--- src/rtl/mux_4_32_arb.sv ---
// Round-robin 4:1 burst arbiter/mux for 32-bit payloads; owner keeps the bus for up to BURST_LEN beats.
// Optional macro MUX_ARB_TRISTATE_EN floats out_data whenever no beat is presented.
module mux_4_32_arb #(
  parameter int unsigned BURST_LEN = 4
) (
  input  logic        clk,
  input  logic        rst_n,
  input  logic [3:0]  req,
  input  logic [31:0] data_3,
  input  logic [31:0] data_2,
  input  logic [31:0] data_1,
  input  logic [31:0] data_0,
  input  logic        out_ready,
  output logic [3:0]  grant,
  output logic [1:0]  sel,
  output logic        out_valid,
  output logic        out_last,
  output logic [31:0] out_data
);

  typedef enum logic {IDLE, BUSY} state_t;

  state_t      state_q, state_d;
  logic [1:0]  rr_ptr_q, rr_ptr_d;
  logic [1:0]  owner_q, owner_d;
  logic [4:0]  beat_q, beat_d;
  logic [1:0]  pick;
  logic        pick_vld;
  logic [31:0] data_sel;
  logic        accept;
  logic        release_now;

  // First set request at or above rr_ptr, wrapping 3 -> 0.
  always_comb begin
    logic [1:0] idx;
    idx      = '0;
    pick     = '0;
    pick_vld = 1'b0;
    for (int unsigned i = 0; i < 4; i++) begin
      idx = rr_ptr_q + 2'(i);
      if (!pick_vld && req[idx]) begin
        pick     = idx;
        pick_vld = 1'b1;
      end
    end
  end

  always_comb begin
    case (owner_q)
      2'd0:    data_sel = data_0;
      2'd1:    data_sel = data_1;
      2'd2:    data_sel = data_2;
      default: data_sel = data_3;
    endcase
  end

  always_comb begin
    grant     = '0;
    sel       = '0;
    out_valid = 1'b0;
    out_last  = 1'b0;
    if (state_q == BUSY) begin
      grant     = 4'b0001 << owner_q;
      sel       = owner_q;
      out_valid = req[owner_q];
      out_last  = req[owner_q] && (beat_q == 5'(BURST_LEN - 1));
    end
  end

`ifdef MUX_ARB_TRISTATE_EN
  assign out_data = out_valid ? data_sel : 'z;
`else
  assign out_data = out_valid ? data_sel : '0;
`endif

  assign accept      = out_valid && out_ready;
  assign release_now = (state_q == BUSY) && (!req[owner_q] || (accept && out_last));

  always_comb begin
    state_d  = state_q;
    rr_ptr_d = rr_ptr_q;
    owner_d  = owner_q;
    beat_d   = beat_q;
    case (state_q)
      IDLE: begin
        if (pick_vld) begin
          state_d = BUSY;
          owner_d = pick;
          beat_d  = '0;
        end
      end
      BUSY: begin
        if (release_now) begin
          state_d  = IDLE;
          rr_ptr_d = owner_q + 2'd1;
          owner_d  = '0;
          beat_d   = '0;
        end else if (accept) begin
          beat_d = beat_q + 5'd1;
        end
      end
      default: state_d = IDLE;
    endcase
  end

  always_ff @(posedge clk or negedge rst_n) begin
    if (!rst_n) begin
      state_q  <= IDLE;
      rr_ptr_q <= '0;
      owner_q  <= '0;
      beat_q   <= '0;
    end else begin
      state_q  <= state_d;
      rr_ptr_q <= rr_ptr_d;
      owner_q  <= owner_d;
      beat_q   <= beat_d;
    end
  end

endmodule

--- config.mk ---
export PLATFORM = sky130hd
export DESIGN_NAME = mux_4_32_arb
export DESIGN_NICKNAME = d
export VERILOG_FILES = /design/src/rtl/mux_4_32_arb.sv
export SDC_FILE = /design/constraint.sdc
export NUM_CORES = 1
export LEC_CHECK = 0
export CAP_MARGIN = 20
export CORE_MARGIN = 8
export CORE_UTILIZATION = 25
export DETAILED_ROUTE_END_ITERATION = 8
export PLACE_DENSITY = 0.78
export SETUP_SLACK_MARGIN = 0.1
export SLEW_MARGIN = 20
export SYNTH_ARGS = -nofsm -noshare
export SYNTH_HDL_FRONTEND = slang
export SYNTH_SLANG_ARGS = --single-unit
--- constraint.sdc ---
create_clock -name clk -period 2.1 [get_ports clk]
set_clock_uncertainty 0.05 [all_clocks]
set_input_delay 0.42 -clock clk [delete_from_list [all_inputs] [get_ports clk]]
set_output_delay 0.42 -clock clk [all_outputs]
set_load 0.1 [all_outputs]
# Word-level counts from Yosys, hierarchy flattened
# Index checks and enable logic that the tools add are counted.
[classes] shift=1 div=0 n_mux=34 n_eq_ne=6 addsub=5 n_reduce_logical=16 mul=0 n_lt_le_gt_ge=5 n_bitwise=1
[ops] cell="32-bit case mux with 3 select lines" n=1
[ops] cell="32-bit two-way mux" n=1
[ops] cell="2-bit by 3-bit < comparator with 1-bit output (second input constant)" n=5
[ops] cell="5-bit two-way mux" n=3
[ops] cell="2-bit two-way mux" n=7
[ops] cell="1-bit two-way mux" n=13
[ops] cell="1-bit binary-select mux with 2-bit select" n=5
[ops] cell="5-bit case mux with 2 select lines" n=1
[ops] cell="1-bit logical AND" n=7
[ops] cell="2-bit AND reduction" n=3
[ops] cell="5-bit by 1-bit adder with 5-bit output (second input constant)" n=1
[ops] cell="5-bit by 2-bit == test with 1-bit output (second input constant)" n=1
[ops] cell="2-bit by 1-bit adder with 2-bit output (second input constant)" n=2
[ops] cell="2-bit adder (second input constant)" n=2
[ops] cell="1-bit logical NOT" n=4
[ops] cell="4-bit two-way mux" n=1
[ops] cell="2-bit case mux with 2 select lines" n=1
[ops] cell="1-bit by 2-bit << shifter with 4-bit output (first input constant)" n=1
[ops] cell="3-bit by 1-bit != test with 1-bit output (second input constant)" n=1
[ops] cell="2-bit by 1-bit == test with 1-bit output (second input constant)" n=1
[ops] cell="2-bit == test (second input constant)" n=1
[ops] cell="2-bit logical NOT" n=1
[ops] cell="2-bit by 1-bit != test with 1-bit output (second input constant)" n=1
[ops] cell="2-bit != test (second input constant)" n=1
[ops] cell="3 further kinds" n=3
[word_totals] reg_bits=10 mem_count=0 mem_bits_ro=0 ram_bits=0 input_bits=135 elab_cells=72 latchBits=0

# Longest topological paths before layout
# Gate-level depths: netlist (run 1).
[logic_depth] word_depth=14 ltp_mapped=8 mapped_depth_nobuf=6

# Least setup slack after synthesis (run 1)
# No wires, ideal clock.
[synth_path] path_kind="register to output" start="reg owner_q[0]" end="out out_data[10]" required_time_ns=1.630 n_path_buf=2 stages_incl_launch_ff=9 arrival_time_ns=2.669 setup_slack_ns=-1.039 path_cell_list="dfrtp_1 inv_1 ha_1 clkbuf_1 clkbuf_1 a222oi_1 nor2_1 a21oi_1 nor2_1"
[synth_via] elab_chain_cells=4 elab_cells_between_ends=8 classes_between="eq/ne: 2; mux: 5; reduce/logical: 1"
[synth_lines] element="start, declared" line="25" source="logic [1:0] owner_q, owner_d;"
[synth_lines] element="start signal, assigned" line="115" source="owner_q <= owner_d;"
[synth_lines] element="1-bit binary-select mux with 2-bit select" line="65" source="out_valid = req[owner_q];"
[synth_lines] element="1-bit two-way mux (implied by the code)" line="65"
[synth_lines] element="1-bit two-way mux" line="62" source="if (state_q == BUSY) begin"
[synth_lines] element="32-bit two-way mux (*)" line="73" source="assign out_data = out_valid ? data_sel : '0;"
[synth_lines] element="end, declared" line="18" source="output logic [31:0] out_data"
# Mark *: on every way between the ends. The rest lies on a longest branch, timed or not. The select of a mux whose other input is x is not followed.

# Worst setup path after layout (run 1)
[layout_path] start="reg owner_q[0]" end="out out_data[29]"
# The elaborated chain is that of the path after synthesis.

==> run_results.csv, run 1 <==
group,metric,value,unit
drt,wl_per_cell,20.7,um
sta,fin_crit_sh,1.18,
grt,grt_pass1_vias,2832,
power_and_ir_drop,sw_frac_of_total,0.578,
sta,hold_violations,0,
grt,gr-usage-met3,0.0600,
critical_path,end_kind,"output pin",
sta,timing.fmax,405,MHz
die,boundaryPins,175,
drt,drt-initial-drc-count,210,
synth,yosys.area.top_type,"a222oi_1",
critical_path,start_kind,"flip-flop",
critical_path,reg2reg_from,"owner_q[0]",
die,die_h,94.3,um
cells_and_area,diodes,0,
grt,grt_overflow_total,0,
place,gp_congestion,0.849,
grt,use_met1,0.232,
drt,vias,2714,
power_and_ir_drop,p_comb_frac,0.922,
grt,busiest_layer,"met2",
cells_and_area,fin_nets,561,
clock_tree,cts_made_buffers,3,
critical_path,required,1.63,ns
critical_path,reg2reg_to,"beat_q[3]",
grt,grt.total_usage,0.213,
die,initial_core_util,0.259,
synth,synth.distinct_cells,32,
die,die_w,94.3,um
die,fp.dieArea,0.00889,sq mm
grt,grt_antenna_before_repair,0,
power_and_ir_drop,seqPwrFrac,0.046,
sta,fin_crit,2.47,ns
outcome,violations,"negative setup slack",
clock_tree,cts_tree,"built",
critical_path,arrival,2.00,ns
clock_tree,h-tree-depth,1,
synth,ys_warn_count,0,
synth,netlist.area_leader.share,0.209,
cells_and_area,fillCellCount,414,
cells_and_area,synthToLayoutAreaGrowth,197,%
die,core-area,0.00592,sq mm
clock_tree,cts_num_sinks,10,
place,dp_hpwl,7.94,mm
sta,tightest_slew,0.481,ns
drt,postRouteAntennaNets,0,
place,place_ws,-0.381,ns
grt,grt_util_met2,0.404,
power_and_ir_drop,p_switching,0.00435,W
synth,syn_area,0.00153,sq mm
synth,synth_nets,371,
drt,drcViolationCount,0,
synth,synthTopCellsByArea,"a222oi_1, nor2_1, dfrtp_1",
power_and_ir_drop,leakagePower,1.79,nW
sta,drv_slew,0,
drt,routed_via_density,5.49,
min_path,hold_path_class,"input port to asynchronous set/reset pin",
grt,grt_max_degree,37,
place,port-buffer-count,174,
power_and_ir_drop,p_per_area,1650,mW/mm^2
critical_path,ff2ff_path_depth,7,
flow_run,cap_violations,0,
synth,yosysSeqAreaShare,0.163,
cells_and_area,drive_gt1_frac,0.372,
sta,finalSetupViolations,35,
drt,wl,10.2,mm
cells_and_area,mostFrequentLayoutCell,"clkdlybuf4s50_1",
power_and_ir_drop,intPower,0.00317,W
sta,worst_slack,-0.369,ns
power_and_ir_drop,clkPwrFrac,0.032,
outcome,status,"finished, violations left",
critical_path,critPathKind,"flip-flop to output pin",
synth,syn_avg_cell_area,6.66,sq um
clock_tree,clock_latency,0.23,ns
sta,relSlewSlack,0.679,
drt,dr.pass1.iters,6,
die,row_count,28,
synth,ys_seq_elements,10,
critical_path,crit_fanout,11,
power_and_ir_drop,ir_drop,1.20,mV
cells_and_area,layout_common_cells,"clkdlybuf4s50_1, buf_12, nor2_1",
sta,rsz0062_at_grt,"yes",
clock_tree,root_buffer,"clkbuf_8",
clock_tree,clkTransAtPathRegs,0.05,ns
synth,syn_inst,230,
critical_path,reg2reg_slack,-0.02,ns
clock_tree,cts_buffer_depth,2,
grt,grt_pass1_wl,15.4,mm
power_and_ir_drop,power,0.00752,W
worst max-delay path: stages, from the launching register on:
cell,delay (ns)
dfrtp_2,0.43
inv_4,0.06
ha_4,0.18
buf_8,0.15
a222oi_1,0.39
nor2_1,0.13
a21oi_2,0.19
nor2_4,0.06
buf_12,0.16
worst max-delay path by stage:
stage / to / cells past startpoint / slack, ns / from
final: out_data[29] / 8 / -0.37 / owner_q[0]
after global routing: out_data[29] / 8 / -0.42 / owner_q[0]
after CTS: out_data[14] / 7 / -0.32 / owner_q[0]
after detailed placement: out_data[14] / 6 / -0.38 / req[3]
after global placement: out_data[14] / 6 / -0.34 / req[3]
after floorplan: out_data[13] / 5 / -0.06 / owner_q[0]
Yosys cell counts:
| cell type | n |
|---|---|
| a21o_1 | 3 |
| and2_1 | 7 |
| nand3_1 | 5 |
| a222oi_1 | 32 |
| o21ai_1 | 2 |
| nor4_1 | 1 |
| dfrtp_1 | 10 |
| nand2_1 | 5 |
| mux4_2 | 1 |
| nor4b_1 | 2 |
| nand4_1 | 1 |
| o21ai_0 | 3 |
| or4_1 | 2 |
| a21oi_1 | 34 |
| nor2_1 | 70 |
| mux2_2 | 2 |
| a32o_1 | 1 |
| ha_1 | 6 |
| buf_4 | 1 |
| inv_1 | 6 |
| nand2_2 | 1 |
| and3_1 | 1 |
| mux2i_1 | 1 |
| buf_2 | 4 |
| clkbuf_1 | 19 |
| o22ai_1 | 1 |
| a22o_1 | 1 |
| nor2b_1 | 2 |
| a311oi_1 | 1 |
| nand2b_1 | 3 |
| nor4b_2 | 1 |
| nor3_1 | 1 |
metal layers:
layer	wire length, um	up-vias
li1	-	1254
met1	3690	1290
met2	5400	158
met3	1030	12
met4	129	0
met5	0	-
cell type report:
| class | instances | area, sq um | area share |
|---|---|---|---|
| clock buffer | 4 | 55.1 | 0.0121 |
| inverter | 6 | 30.0 | 0.00660 |
| multi-input combinational | 190 | 1540 | 0.338 |
| sequential | 10 | 253 | 0.0555 |
| tap | 75 | 93.8 | 0.0206 |
| timing repair buffer | 209 | 2580 | 0.567 |
through the flow:
stage                     hold WS (ns)  utilization  TNS [ns]  instance area (sq um)  instances
final                            0.465        0.769    -10.70                   4550        494
after global routing             0.504        0.769    -13.16                   4550        494
after CTS                        0.473        0.757    -10.64                   4480        491
after detailed placement         0.475        0.708    -13.05                   4190        478
after global placement           0.454        0.708    -11.41                   4190        478
after floorplan                 0.0744            -     -1.68                   1980        230
sequential cells by signal, summed over array words and instances, names as in the netlist:
| register | flops |
|---|---|
| rr_ptr_q | 2 |
| beat_q | 5 |
| state_q | 1 |
| owner_q | 2 |
cell families (layout without fill, tap and decap cells):
group	count (synthesis)	count (layout)	share of synthesized area
adders and majority gates	6	6	0.0490
buffers and inverters	30	219	0.0792
DFF	10	10	0.163
and+or+nand+nor	102	102	0.300
muxes	4	4	0.0359
AOI/OAI and AO/OA	78	78	0.373
power by group through the flow:
stage	Clock, W	Sequential (W)	Combinational, W
after global placement	0	0.000323	0.00626
final	0.000240	0.000349	0.00693
after CTS	0.000243	0.000332	0.00681
after floorplan	0	0.000303	0.00438
after detailed placement	0	0.000332	0.00633
after global routing	0.000256	0.000355	0.00720
timing repair:
| item | in CTS | in global routing |
|---|---|---|
| gates cloned | 2 | 0 |
| hold buffers | 0 | 0 |
| pin swaps | 2 | 16 |
| setup endpoints to repair | 40 | 41 |
| gates resized for setup | 38 | 16 |
| setup buffers | 7 | 4 |
Note: power is estimated with default switching activity, not from simulation.
==> run 2, diff against run 1 <==
PLACE_DENSITY = default   (was 0.78)
PLACE_DENSITY_LB_ADDON = 0.25   (was default)
==> run_results.csv, run 2 (synthesis gave the netlist of run 1 again) <==
group,metric,value,unit
grt,grt_pass1_wl,15.8,mm
drt,routed_via_density,5.59,
drt,postRouteAntennaNets,0,
place,dp_hpwl,8.14,mm
cells_and_area,diodes,0,
cells_and_area,drive_gt1_frac,0.390,
power_and_ir_drop,clkPwrFrac,0.029,
critical_path,reg2reg_to,"beat_q[4]",
power_and_ir_drop,ir_drop,1.49,mV
grt,busiest_layer,"met2",
clock_tree,clock_latency,0.24,ns
critical_path,arrival,1.98,ns
power_and_ir_drop,leakagePower,1.78,nW
critical_path,critPathKind,"flip-flop to output pin",
power_and_ir_drop,seqPwrFrac,0.046,
drt,drt-initial-drc-count,257,
grt,grt.total_usage,0.226,
clock_tree,h-tree-depth,1,
critical_path,crit_fanout,9,
sta,finalSetupViolations,34,
cells_and_area,fillCellCount,397,
die,die_h,94.3,um
cells_and_area,fin_nets,563,
clock_tree,cts_made_buffers,3,
sta,rsz0062_at_grt,"yes",
sta,hold_violations,0,
outcome,status,"finished, violations left",
flow_run,cap_violations,0,
outcome,violations,"negative setup slack",
power_and_ir_drop,p_per_area,1650,mW/mm^2
cells_and_area,mostFrequentLayoutCell,"clkdlybuf4s50_1",
min_path,hold_path_class,"input port to asynchronous set/reset pin",
drt,vias,2773,
critical_path,ff2ff_path_depth,7,
die,initial_core_util,0.259,
power_and_ir_drop,intPower,0.00311,W
grt,gr-usage-met3,0.0647,
critical_path,required,1.63,ns
sta,fin_crit,2.45,ns
critical_path,reg2reg_from,"owner_q[1]",
cells_and_area,synthToLayoutAreaGrowth,198,%
die,row_count,28,
sta,timing.fmax,408,MHz
clock_tree,cts_hold_buf,0,
drt,wl_per_cell,21.9,um
grt,grt_util_met2,0.395,
cells_and_area,largest_registers,"beat_q (5), owner_q (2), rr_ptr_q (2)",
die,fp.dieArea,0.00889,sq mm
sta,relSlewSlack,0.689,
clock_tree,root_buffer,"clkbuf_8",
cells_and_area,largest_reg_flops,5,
sta,fin_crit_sh,1.17,
power_and_ir_drop,p_comb_frac,0.925,
sta,timing.hold.ws,0.448,ns
critical_path,start_kind,"flip-flop",
sta,tightest_slew,0.466,ns
die,die_w,94.3,um
clock_tree,cts_buffer_depth,2,
grt,grt_max_degree,35,
sta,worst_slack,-0.352,ns
drt,dr.pass1.iters,7,
clock_tree,cts_tree,"built",
place,place_ws,-0.363,ns
place,gp_congestion,0.889,
drt,wl,10.8,mm
critical_path,reg2reg_slack,0.09,ns
grt,grt_antenna_before_repair,0,
grt,grt_pass1_vias,2707,
die,core-area,0.00592,sq mm
die,boundaryPins,175,
grt,use_met1,0.261,
sta,drv_slew,0,
critical_path,end_kind,"output pin",
cells_and_area,regMostFlops,"beat_q",
place,port-buffer-count,174,
power_and_ir_drop,sw_frac_of_total,0.585,
cells_and_area,layout_common_cells,"clkdlybuf4s50_1, buf_12, nor2_1",
cells_and_area,area.sequential,253,sq um
power_and_ir_drop,p_switching,0.00440,W
clock_tree,cts_num_sinks,10,
cells_and_area,multi_input_area,0.00157,sq mm
clock_tree,clkTransAtPathRegs,0.05,ns
drt,drcViolationCount,0,
grt,grt_overflow_total,0,
==> run 2: changes by cell type in the layout (fill, tap and decap cells not counted), sizes merged <==
cell	before	now
buf	75	76
clkbuf	4	5
==> run 2: power groups by stage <==
stage | clock (W) | combinational [W] | sequential [W]
after global routing | 0.000230 | 0.00722 | 0.000362
after floorplan | 0 | 0.00438 | 0.000303
final | 0.000215 | 0.00694 | 0.000348
after global placement | 0 | 0.00620 | 0.000329
after detailed placement | 0 | 0.00629 | 0.000335
after CTS | 0.000224 | 0.00671 | 0.000335
==> run 2: area by class of cell <==
class                           instances  area share
Clock buffer                            4     0.00987
Inverter                                6     0.00549
Multi-Input combinational cell        190       0.344
Sequential cell                        10      0.0554
Tap cell                               75      0.0206
Timing Repair Buffer                  211       0.564
==> run 2: routing by layer <==
metal	part of all wire	vias up
met5	0	-
met4	0.019	0
met3	0.11	17
met2	0.51	162
met1	0.36	1333
li1	-	1261
==> run 2: worst max-delay path by stage <==
stage | end | depth (start not counted) | startpoint | slack, ns
after floorplan | out_data[13] | 5 | owner_q[0] | -0.06
after CTS | out_data[31] | 7 | owner_q[0] | -0.33
final | out_data[5] | 8 | owner_q[0] | -0.35
after detailed placement | out_data[18] | 6 | req[3] | -0.36
after global placement | out_data[18] | 6 | req[3] | -0.34
after global routing | out_data[5] | 8 | owner_q[0] | -0.48
==> run 2: what timing repair did <==
item	4_1_cts	5_1_grt
endpoints found under the setup margin	36	38
gates resized for setup	36	25
setup buffers	7	2
cloned	3	1
pin swaps	11	23
==> run 2: metrics by stage <==
| step | TNS [ns] | cells | cell area, sq um | power (W) | util |
|---|---|---|---|---|---|
| detailed placement | -12.13 | 481 | 4180 | 0.00662 | 0.706 |
| floorplan | -1.68 | 230 | 1980 | 0.00468 | - |
| finish | -10.03 | 496 | 4560 | 0.00751 | 0.770 |
| global route | -12.56 | 496 | 4560 | 0.00781 | 0.770 |
| global placement | -10.95 | 481 | 4180 | 0.00653 | 0.706 |
| CTS | -10.60 | 494 | 4450 | 0.00727 | 0.751 |
==> run 2: worst max-delay path: stages (launching register included) <==
cell and delay (ns):
dfrtp_2 0.40, inv_2 0.07, ha_4 0.18, buf_6 0.15, a222oi_1 0.36, nor2_1 0.13, a21oi_2 0.20, nor2_4 0.07
buf_12 0.16
